**src/rtl/button_monitor_n_bit.sv**
```systemverilog
// Per-bit rising-edge detector for asynchronous push buttons.
// Each channel: two-flop synchroniser feeding an IDLE/EDGE/HELD FSM.
module button_monitor_n_bit #(
    parameter int WIDTH = 4
) (
    input  logic             clock,
    input  logic             reset,
    input  logic [WIDTH-1:0] buttonPress,
    output logic [WIDTH-1:0] buttonEdge
);

    typedef enum logic [1:0] {
        IDLE = 2'd0,
        EDGE = 2'd1,
        HELD = 2'd2
    } state_t;

    logic [WIDTH-1:0] w_edge;

    for (genvar n = 0; n < WIDTH; n++) begin : g_chan
        logic   r_s1;
        logic   r_s2;
        state_t r_state;
        state_t w_next;

        // Bring the raw button level into the clock domain
        always_ff @(posedge clock) begin
            if (reset) begin
                r_s1 <= 1'b0;
                r_s2 <= 1'b0;
            end else begin
                r_s1 <= buttonPress[n];
                r_s2 <= r_s1;
            end
        end

        // State register
        always_ff @(posedge clock) begin
            if (reset) begin
                r_state <= IDLE;
            end else begin
                r_state <= w_next;
            end
        end

        // Next-state logic: one EDGE visit per press
        always_comb begin
            w_next = r_state;
            case (r_state)
                IDLE:    w_next = r_s2 ? EDGE : IDLE;
                EDGE:    w_next = r_s2 ? HELD : IDLE;
                HELD:    w_next = r_s2 ? HELD : IDLE;
                default: w_next = IDLE;
            endcase
        end

        // Pulse decoded straight from the state register
        assign w_edge[n] = (r_state == EDGE);
    end

    assign buttonEdge = w_edge;

endmodule

```
**config.mk**
```make
export PLATFORM = sky130hd
export DESIGN_NAME = button_monitor_n_bit
export DESIGN_NICKNAME = d
export VERILOG_FILES = /design/src/rtl/button_monitor_n_bit.sv
export SDC_FILE = /design/constraint.sdc
export NUM_CORES = 1
export LEC_CHECK = 0
export CELL_PAD_IN_SITES_DETAIL_PLACEMENT = 1
export CELL_PAD_IN_SITES_GLOBAL_PLACEMENT = 1
export CORE_MARGIN = 2
export CORE_UTILIZATION = 39
export CTS_CLUSTER_SIZE = 16
export DETAILED_ROUTE_END_ITERATION = 8
export PLACE_DENSITY = 0.8
export SLEW_MARGIN = 25
export SYNTH_ARGS = -nofsm -noshare
export SYNTH_HDL_FRONTEND = slang
export SYNTH_SLANG_ARGS = --single-unit
```
**constraint.sdc**
```tcl
create_clock -name clock -period 1.3 [get_ports clock]
set_input_delay 0.13 -clock clock [delete_from_list [all_inputs] [get_ports clock]]
set_output_delay 0.13 -clock clock [all_outputs]
set_load 0.01 [all_outputs]
```
# Yosys cells after proc, flatten, opt, wreduce, memory -nomap -nowiden
# Index checks and enable logic that the tools add are counted.
# Widths: inputs -> output; s select.
dict set report totals {
  inputBits 6
  elab_cells 40
  output_inout_bits 4
  regBits 16
}
dict set report classes {
  mux 12
  reduce_logical 8
  eq_ne 8
}
# op count
set op_table {}
lappend op_table {{$pmux 2 s2} 4}
lappend op_table {{$eq 2x1->1 const B} 4}
lappend op_table {{$eq 2x2->1 const B} 4}
lappend op_table {{$logic_not 2->1} 4}
lappend op_table {{$mux 2} 4}
lappend op_table {{$reduce_or 2->1} 4}
lappend op_table {{$mux 1} 4}

# Logic depth before layout (Yosys ltp)
# Gate-level depths: netlist (run 1).
dict set report logic_depth {
  word_depth 3
  mapped_depth 3
  mapped_depth_nobuf 3
}

# Worst setup path before layout (run 1)
# No wires, ideal clock.
dict set report synth_timing {
  path_kind {reg-to-reg}
  start {register g_chan[3].r_state[0]}
  end {register g_chan[3].r_state[1]}
  slack_ns 0.342
  period_less_slack_ns 0.958
  path_stages_with_launch 4
  n_path_buf 0
  arrival_time_ns 0.841
  required_time_ns 1.183
  setup_ns 0.117
  cell_sequence {dfxtp_1 inv_1 ha_1 and4bb_2}
}
dict set report synth_via {
  elab_chain_len 3
  elab_cells_between_ends 5
  classes_between {eq/ne (2); mux (1); reduce/logical (2)}
}
# item line_no
set synth_rtl {}
lappend synth_rtl {{start: declaration} 23} ;# state_t r_state;
lappend synth_rtl {{start signal: assignment} 42} ;# r_state <= w_next;
lappend synth_rtl {{$eq 2x1->1 or $eq 2x2->1 (tied branches)} 49} ;# case (r_state)
lappend synth_rtl {{$reduce_or 2->1 (no source line)} --}
lappend synth_rtl {{$pmux 2 s2 (*)} 49}
# Mark *: on every way between the ends. The rest lies on a longest branch, timed or not.
# A chain may end at the register's enable or synchronous reset.

# Final worst setup path (run 1)
dict set report layout_timing {
  start {register g_chan[1].r_state[1]}
  end {output port buttonEdge[1]}
}
dict set report layout_via {
  elab_chain_len 1
}
# item line_no
set layout_rtl {}
lappend layout_rtl {{start: declaration} 23}
lappend layout_rtl {{start signal: assignment} 42}
lappend layout_rtl {{$eq 2x1->1} 58} ;# assign w_edge[n] = (r_state == EDGE);
lappend layout_rtl {{end: declaration} 9} ;# output logic [WIDTH-1:0] buttonEdge
# Every way passes these cells.

==> reports/summary.txt, run 1 <==
Outcome: complete, no violations
TritonCTS buffer count: 3
Register area: 325 um^2
Register area share after synthesis: 49.7%
Final min period: 1.24 ns
Critical path class: register to primary output
Htree depth: 1
YS warnings: 0
Hold crit path type: primary input to register
CTS clk-pin slew, worst paths: 0.09 ns
GRT Total Usage: 11.5%
Antenna violations before repair: 0
Hold Crit Endpoint: g_chan[2].r_s1$_SDFF_PP0_
Post-DP HPWL: 671 um
Final-report hold violation count: 0
Slew margin rel.: 80.5%
Setup Fix Bufs, Post-CTS: 0
Port Buffer Count: 9
Max clock buf depth: 2
Post-route setup TNS: 0 ns
Slew @ Worst Pin: 0.291 ns
Cell Rows: 14
Avg Vias per Cell: 4.58
Area grow syn2layout: 23.7%
Leakage power: 0.370 nW
CTS tree: yes
Worst R2R Setup Slack: 0.28 ns
Worst Setup End Kind: primary output
Max_cap viols: 0
Max Slew Vio Count: 0
Die Span X: 44.6 um
RSZ-0062 raised after global routing: no
Initial DRC Count: 0
Hold depth: 2
Antenna diodes: 0
Post-Route WL: 885 um
Met3 Wirelength: 47 um
Wire per inst: 10.7 um
Met1 wire length: 417 um
Syn nets: 71
Starting Density: 42.3%
Hold Crit Start: buttonPress[2]
Crit share post-route: 95.1%
Post-cts hold buffer count: 0
FF-to-FF Start: g_chan[3].r_state[0]$_SDFF_PP0_
Avg Synthesized Cell Area: 12.2 um^2
First-pass GRT wire length: 1580 um
Post-synthesis cell type count: 8
Skew-Pair Late Insertion Delay: 0.28 ns
Crit path required time: 1.17 ns
Clock Skews: 0.00124 ns
CP max FO: 2
Overall power: 0.883 mW
Filler instances: 172
DR pass1 iterations: 1
Nets: 86
Largest net degree at the start of global routing: 11
Core Region: 1520 um^2
Full die area: 1990 um^2
Share of cells above drive strength 1: 19.4%
Met2 WL: 405 um
Drc violations: 0
P per Cell Area: 1110 nW/um^2
Post-Syn Instances: 53
Post-Syn Area: 644 um^2
Post-DRT Antenna Nets: 0
Peak Freq: 809 MHz
Vias in the first global route: 387
Final setup vio count: 0
Clock Tree Root: clkbuf_4
Area used by multi-input combinational logic: 283 um^2
Crit start category: register
Total grt overflow: 0
Clock Sinks: 16
FF-to-FF End: g_chan[3].r_state[1]$_SDFF_PP0_
#FFs+latches synth: 16
CP arrival: 1.11 ns
Top sig layer: met4
Worst VDD drop: 0.000538 V
Routability cong.: 0.712
Worst R2R Path Depth: 3
Utilization after layout: 52.3%
Die height: 44.6 um
Via count: 380
# IOs: 10
-- report_power, final --
| group | internal [mW] | total [mW] | switching, mW |
|---|---|---|---|
| Sequential | 0.505 | 0.511 | 0.00612 |
| Clock | 0.171 | 0.321 | 0.150 |
| Combinational | 0.0337 | 0.0510 | 0.0173 |
-- what timing repair did --
item,in CTS,in global routing
gates resized for setup,4,6
pin swaps,0,0
endpoints found under the setup margin,4,4
-- worst max-delay path by stage --
stage,startpoint,to,slack [ns]
after global routing,g_chan[1].r_state[1]$_SDFF_PP0_,buttonEdge[1],0.004
after CTS,g_chan[2].r_state[1]$_SDFF_PP0_,buttonEdge[2],0.001
final,g_chan[1].r_state[1]$_SDFF_PP0_,buttonEdge[1],0.06
after global placement,g_chan[1].r_state[1]$_SDFF_PP0_,buttonEdge[1],0.15
after detailed placement,g_chan[2].r_state[1]$_SDFF_PP0_,buttonEdge[2],0.12
after floorplan,g_chan[3].r_state[0]$_SDFF_PP0_,g_chan[3].r_state[1]$_SDFF_PP0_,0.34
-- stage by stage --
stage / hold slack [ns] / cells / setup slack [ns] / cell area (um^2)
6_report: 0.388 / 83 / 0.0635 / 797
5_1_grt: 0.384 / 83 / 0.00400 / 797
4_1_cts: 0.372 / 83 / 0.00124 / 790
3_5_place_dp: 0.426 / 79 / 0.118 / 758
3_3_place_gp: 0.419 / 79 / 0.147 / 758
2_1_floorplan: 0.208 / 53 / 0.342 / 644
-- cells in the mapped netlist --
cell / number / area share, %
dfxtp_1: 16 / 50
ha_1: 12 / 23
inv_1: 8 / 4.7
nor2b_1: 8 / 7.8
and3b_1: 4 / 5.4
and4bb_2: 3 / 5.8
buf_6: 1 / 1.7
nor4bb_1: 1 / 1.6
-- cell families after synthesis --
family	share of synthesized area, %
buffers and inverters	6.41
adder cells (fa/ha/maj)	23.3
flip-flops	49.7
AND/OR/NAND/NOR	20.6
-- area by class of cell --
type | instances | area share, %
Sequential cell | 16 | 40.8
Multi-Input combinational cell | 28 | 35.5
Timing Repair Buffer | 11 | 12.9
Clock buffer | 4 | 4.55
Inverter | 8 | 3.77
Tap cell | 16 | 2.51
-- cell usage in the layout, fill, tap and decap left out --
cell              n
dlygate4sd2_1     2
dfxtp_2           4
clkbuf_8          1
dfxtp_1          12
and3b_1           4
clkbuf_4          3
clkdlybuf4s15_1   2
nor2b_1           8
inv_1             8
ha_1             12
and4bb_2          3
buf_4             2
clkdlybuf4s50_1   5
nor4bb_1          1
-- routing by layer --
layer | vias up | global-route usage, %
met4 | 0 | 7.27
met2 | 11 | 17.1
li1 | 194 | -
met1 | 173 | 13.4
met5 | - | 0
met3 | 2 | 4.90
-- critical path, stage by stage, from the launching register on --
cell	delay [ns]
dfxtp_2	0.33
inv_1	0.05
ha_1	0.16
dlygate4sd2_1	0.28
-- sequential cells by signal, summed over array words and instances (netlist names) --
name and flops:
g_chan.r_s2 4, g_chan.r_s1 4, g_chan.r_state 8
Power figures use the tool's default switching activity.
==> run 2, diff against run 1 <==
--- a/config.mk
+++ b/config.mk
@@ -5,12 +5,14 @@
 export SDC_FILE = /design/constraint.sdc
 export NUM_CORES = 1
 export LEC_CHECK = 0
+export ABC_CLOCK_PERIOD_IN_PS = 1300
 export CELL_PAD_IN_SITES_DETAIL_PLACEMENT = 1
 export CELL_PAD_IN_SITES_GLOBAL_PLACEMENT = 1
 export CORE_MARGIN = 2
 export CORE_UTILIZATION = 39
 export CTS_CLUSTER_SIZE = 16
 export DETAILED_ROUTE_END_ITERATION = 8
+export MAX_ROUTING_LAYER = met4
 export PLACE_DENSITY = 0.8
 export SLEW_MARGIN = 25
 export SYNTH_ARGS = -nofsm -noshare
==> run 2 against run 1 <==
  * Clock skew fell by 0.00074 ns
  * Wire length fell by 0.45%
  * Power fell by 0.13%
  * Setup slack improved by 0.0030 ns
  * Design area did not move
  * Global-route usage rose by 0.26 points
  * First-iteration DRC count did not move
  * Via count rose by 0.79%
  * Critical path type unchanged
  * Highest routed layer unchanged
==> reports/summary.txt, run 2 (synthesis results as in run 1) <==
Clock Sinks: 16
Outcome: complete, no violations
Antenna diodes: 0
Leakage power: 0.370 nW
Sequential share of power: 58.0%
Final-report hold violation count: 0
Drc violations: 0
Peak Freq: 811 MHz
Final setup vio count: 0
Switching Fraction: 19.6%
Slew margin rel.: 80.5%
Crit share post-route: 94.9%
Min Hold Slack: 0.390 ns
GRT Total Usage: 11.7%
DR pass1 iterations: 1
Area grow syn2layout: 23.7%
Combinational Power Share: 5.8%
CTS tree: yes
Wire per inst: 10.6 um
Clock Skews: 0.000495 ns
Die Span X: 44.6 um
Hold Crit Start: buttonPress[2]
Worst path bufs/invs: 2
FF-to-FF Start: g_chan[3].r_state[0]$_SDFF_PP0_
Final min period: 1.23 ns
Crit start category: register
Post-Route WL: 881 um
Clock Tree Root: clkbuf_4
TritonCTS buffer count: 3
Die height: 44.6 um
Biggest regs: g_chan.r_state: 8 flops, g_chan.r_s1: 4 flops, g_chan.r_s2: 4 flops
Hold crit path type: primary input to register
Starting Density: 42.3%
Top cell family by delay on the critical path: flip-flops
Max_cap viols: 0
Total grt overflow: 0
Final Cell Area: 797 um^2
Overall power: 0.882 mW
Routability cong.: 0.720
Slew @ Worst Pin: 0.292 ns
CTS clk-pin slew, worst paths: 0.09 ns
Via count: 383
Nets: 86
Critical path origin: g_chan[1].r_state[1]$_SDFF_PP0_
Initial DRC Count: 0
Cell Area, Placed: 758 um^2
First-pass GRT wire length: 1570 um
Worst VDD drop: 0.000540 V
CP arrival: 1.10 ns
Crit path required time: 1.17 ns
Worst path max stage delay: 0.33 ns
RSZ-0062 raised after global routing: no
Largest net degree at the start of global routing: 11
Max clock buf depth: 2
Skew-Pair Late Insertion Delay: 0.28 ns
Switching power: 0.173 mW
Worst Setup End Kind: primary output
Post-route setup TNS: 0 ns
Vias in the first global route: 389
Post-DP HPWL: 671 um
Largest Register: g_chan.r_state
Htree depth: 1
Pint: 0.709 mW
Antenna violations before repair: 0
# IOs: 10
Post-DRT Antenna Nets: 0
Post-cts hold buffer count: 0
Max Slew Vio Count: 0
Cell Rows: 14
CP max FO: 2
Cell at the slowest stage of the critical path: dfxtp_2
Critical path class: register to primary output
Cell-by-cell trace of the critical path: inv_1, ha_1, dlygate4sd2_1
Share of cells above drive strength 1: 19.4%
Core Region: 1520 um^2
Clock power frac: 36.3%
Port Buffer Count: 9
Full die area: 1990 um^2
Most frequent cells in the layout: 12 x ha_1, 12 x dfxtp_1, 8 x inv_1, 8 x nor2b_1, 5 x clkdlybuf4s50_1
Max reg flops: 8
Setup Fix Bufs, Post-CTS: 0
Avg Vias per Cell: 4.61
P per Cell Area: 1110 nW/um^2
-- run 2: cell counts in the layout (fill, tap and decap cells not counted) --
Identical to the previous run, type by type.
-- run 2: per-layer routing --
metal | wire [um] | share of wire (%) | global-route usage [%]
met2 | 399 | 45 | 17.4
met1 | 429 | 49 | 12.8
met5 | 0 | 0 | -
met3 | 39 | 4.4 | 4.90
met4 | 14 | 1.6 | 7.27
-- run 2: power by group through the flow --
stage | Combinational, mW | Clock [mW] | Sequential (mW)
finish | 0.0510 | 0.320 | 0.511
global route | 0.0570 | 0.360 | 0.513
CTS | 0.0520 | 0.340 | 0.511
detailed placement | 0.0536 | 0 | 0.523
global placement | 0.0524 | 0 | 0.522
floorplan | 0.0263 | 0 | 0.521
-- run 2: timing repair --
item                                    CTS  global route
cloned                                    0             0
resized for setup                         4             6
pin swaps                                 0             0
endpoints found under the setup margin    4             4
-- run 2: worst paths after layout --
kind / depth (start not counted) / end / slack, ns
worst max-delay path: 3 / buttonEdge[1] / 0.07
worst min-delay path: 2 / g_chan[2].r_s1$_SDFF_PP0_ / 0.39
worst min register to register: 1 / g_chan[1].r_s2$_SDFF_PP0_ / 0.45
worst max register to register: 3 / g_chan[3].r_state[1]$_SDFF_PP0_ / 0.28
-- run 2: area by class of cell --
class                   instances  area [um^2]
clock buffers                   4         36.3
fillers                       172          727
inverters                       8         30.0
multi-input cells              28          283
flip-flops and latches         16          325
well taps                      16         20.0
repair buffers                 11          103
-- run 2: worst register-to-register path: stages, from the launching register on --
cell	delay, ns
dfxtp_1	0.36
inv_1	0.06
ha_1	0.28
and4bb_2	0.22
-- run 2: metrics by stage --
step                worst slack (ns)  utilization (%)  cells
detailed placement             0.118             49.8     79
finish                        0.0665             52.3     83
floorplan                      0.342                -     53
CTS                          0.00124             51.8     83
global route                 0.00400             52.3     83
global placement               0.147             49.8     79
==> run 3, diff against run 2 <==
--- a/config.mk
+++ b/config.mk
@@ -14,6 +14,7 @@
 export DETAILED_ROUTE_END_ITERATION = 8
 export MAX_ROUTING_LAYER = met4
 export PLACE_DENSITY = 0.8
+export SETUP_SLACK_MARGIN = 0.3
 export SLEW_MARGIN = 25
 export SYNTH_ARGS = -nofsm -noshare
 export SYNTH_HDL_FRONTEND = slang
==> run 3 against run 2 <==
  * Clock power about the same
  * Die area unchanged
  * Non-clock buffer count increased by 4
  * Clock-buffer cell count unchanged
  * Critical endpoint unchanged
  * Largest power group unchanged
  * Highest routed layer unchanged
==> reports/summary.txt, run 3 (synthesis results as in run 1) <==
Via count: 397
Starting Density: 42.3%
Worst path bufs/invs: 2
P per Cell Area: 937 nW/um^2
Full die area: 1990 um^2
Post-cts hold buffer count: 0
First-pass GRT wire length: 1640 um
Area grow syn2layout: 48.2%
Clock Skews: 0.000753 ns
Largest net degree at the start of global routing: 11
Initial DRC Count: 0
Final min period: 1.08 ns
Antenna diodes: 0
CTS clk-pin slew, worst paths: 0.09 ns
Post-DP HPWL: 671 um
Max clock buf depth: 2
Post-route setup TNS: 0 ns
Cell-by-cell trace of the critical path: inv_2, ha_4, buf_6
Core Region: 1520 um^2
Final setup vio count: 0
Max_cap viols: 0
Crit start category: register
Cell at the slowest stage of the critical path: dfxtp_2
Crit share post-route: 82.8%
Final-report hold violation count: 0
Total grt overflow: 0
Vias in the first global route: 397
Worst VDD drop: 0.000493 V
Overall power: 0.894 mW
Skew-Pair Late Insertion Delay: 0.28 ns
Clock Tree Root: clkbuf_4
Worst Setup End Kind: primary output
GRT Total Usage: 12.4%
Routability cong.: 0.720
TritonCTS buffer count: 3
Antenna violations before repair: 0
Post-DRT Antenna Nets: 0
Biggest regs: g_chan.r_state: 8 flops, g_chan.r_s1: 4 flops, g_chan.r_s2: 4 flops
Die Span X: 44.6 um
Slew @ Worst Pin: 0.297 ns
Cell Rows: 14
Drc violations: 0
CP arrival: 0.95 ns
Max Slew Vio Count: 0
# IOs: 10
Slew margin rel.: 80.2%
Top cell family by delay on the critical path: flip-flops
Nets: 90
Worst path max stage delay: 0.35 ns
Share of cells above drive strength 1: 52.1%
CTS tree: yes
Die height: 44.6 um
Clock Sinks: 16
Crit path required time: 1.17 ns
Max reg flops: 8
Largest Register: g_chan.r_state
CP max FO: 2
Outcome: complete, no violations
RSZ-0062 raised after global routing: yes
DR pass1 iterations: 1
Wire per inst: 11.7 um
Avg Vias per Cell: 4.56
Hold crit path type: primary input to register
Peak Freq: 929 MHz
Htree depth: 1
Critical path class: register to primary output
Most frequent cells in the layout: 8 x nor2b_1, 8 x dfxtp_1, 7 x ha_4
Port Buffer Count: 9
Post-Route WL: 1020 um
Leakage power: 0.410 nW
run 3: stage by stage:
| step | cell area (um^2) | worst slack [ns] | std cells | hold slack (ns) | utilization, % |
|---|---|---|---|---|---|
| finish | 955 | 0.224 | 87 | 0.388 | 62.6 |
| global route | 955 | 0.172 | 87 | 0.384 | 62.6 |
| CTS | 890 | 0.209 | 85 | 0.372 | 58.4 |
| detailed placement | 758 | 0.118 | 79 | 0.426 | 49.8 |
| global placement | 758 | 0.147 | 79 | 0.419 | 49.8 |
| floorplan | 644 | 0.342 | 53 | 0.208 | - |
run 3: worst paths after layout:
path,start,to,slack [ns],cells after the start
worst max register to register,g_chan[3].r_state[1]$_SDFF_PP0_,g_chan[3].r_state[1]$_SDFF_PP0_,0.25,4
worst min register to register,g_chan[1].r_s1$_SDFF_PP0_,g_chan[1].r_s2$_SDFF_PP0_,0.45,1
worst max-delay path,g_chan[1].r_state[1]$_SDFF_PP0_,buttonEdge[1],0.22,3
worst min-delay path,buttonPress[2],g_chan[2].r_s1$_SDFF_PP0_,0.39,2
run 3: power breakdown:
part	switching (mW)	internal, mW
logic	0.0202	0.0407
registers	0.00831	0.502
clock network	0.152	0.171
total	0.180	0.714
run 3: what timing repair did:
item	CTS	global route
gates resized for setup	43	6
pin swaps	3	1
buffers inserted	2	2
setup endpoints to repair	6	9
run 3: metal layers:
layer	GRT usage (%)	routed length, um	vias up
li1	-	-	203
met1	13.9	475	183
met2	18.6	481	9
met3	3.67	43	2
met4	9.09	14	0
met5	-	0	-
run 3: layout make-up:
type,count,area (um^2)
flip-flops and latches,16,335
inverters,8,32.5
repair buffers,15,160
well taps,16,20.0
fillers,151,569
clock buffers,4,36.3
multi-input cells,28,370
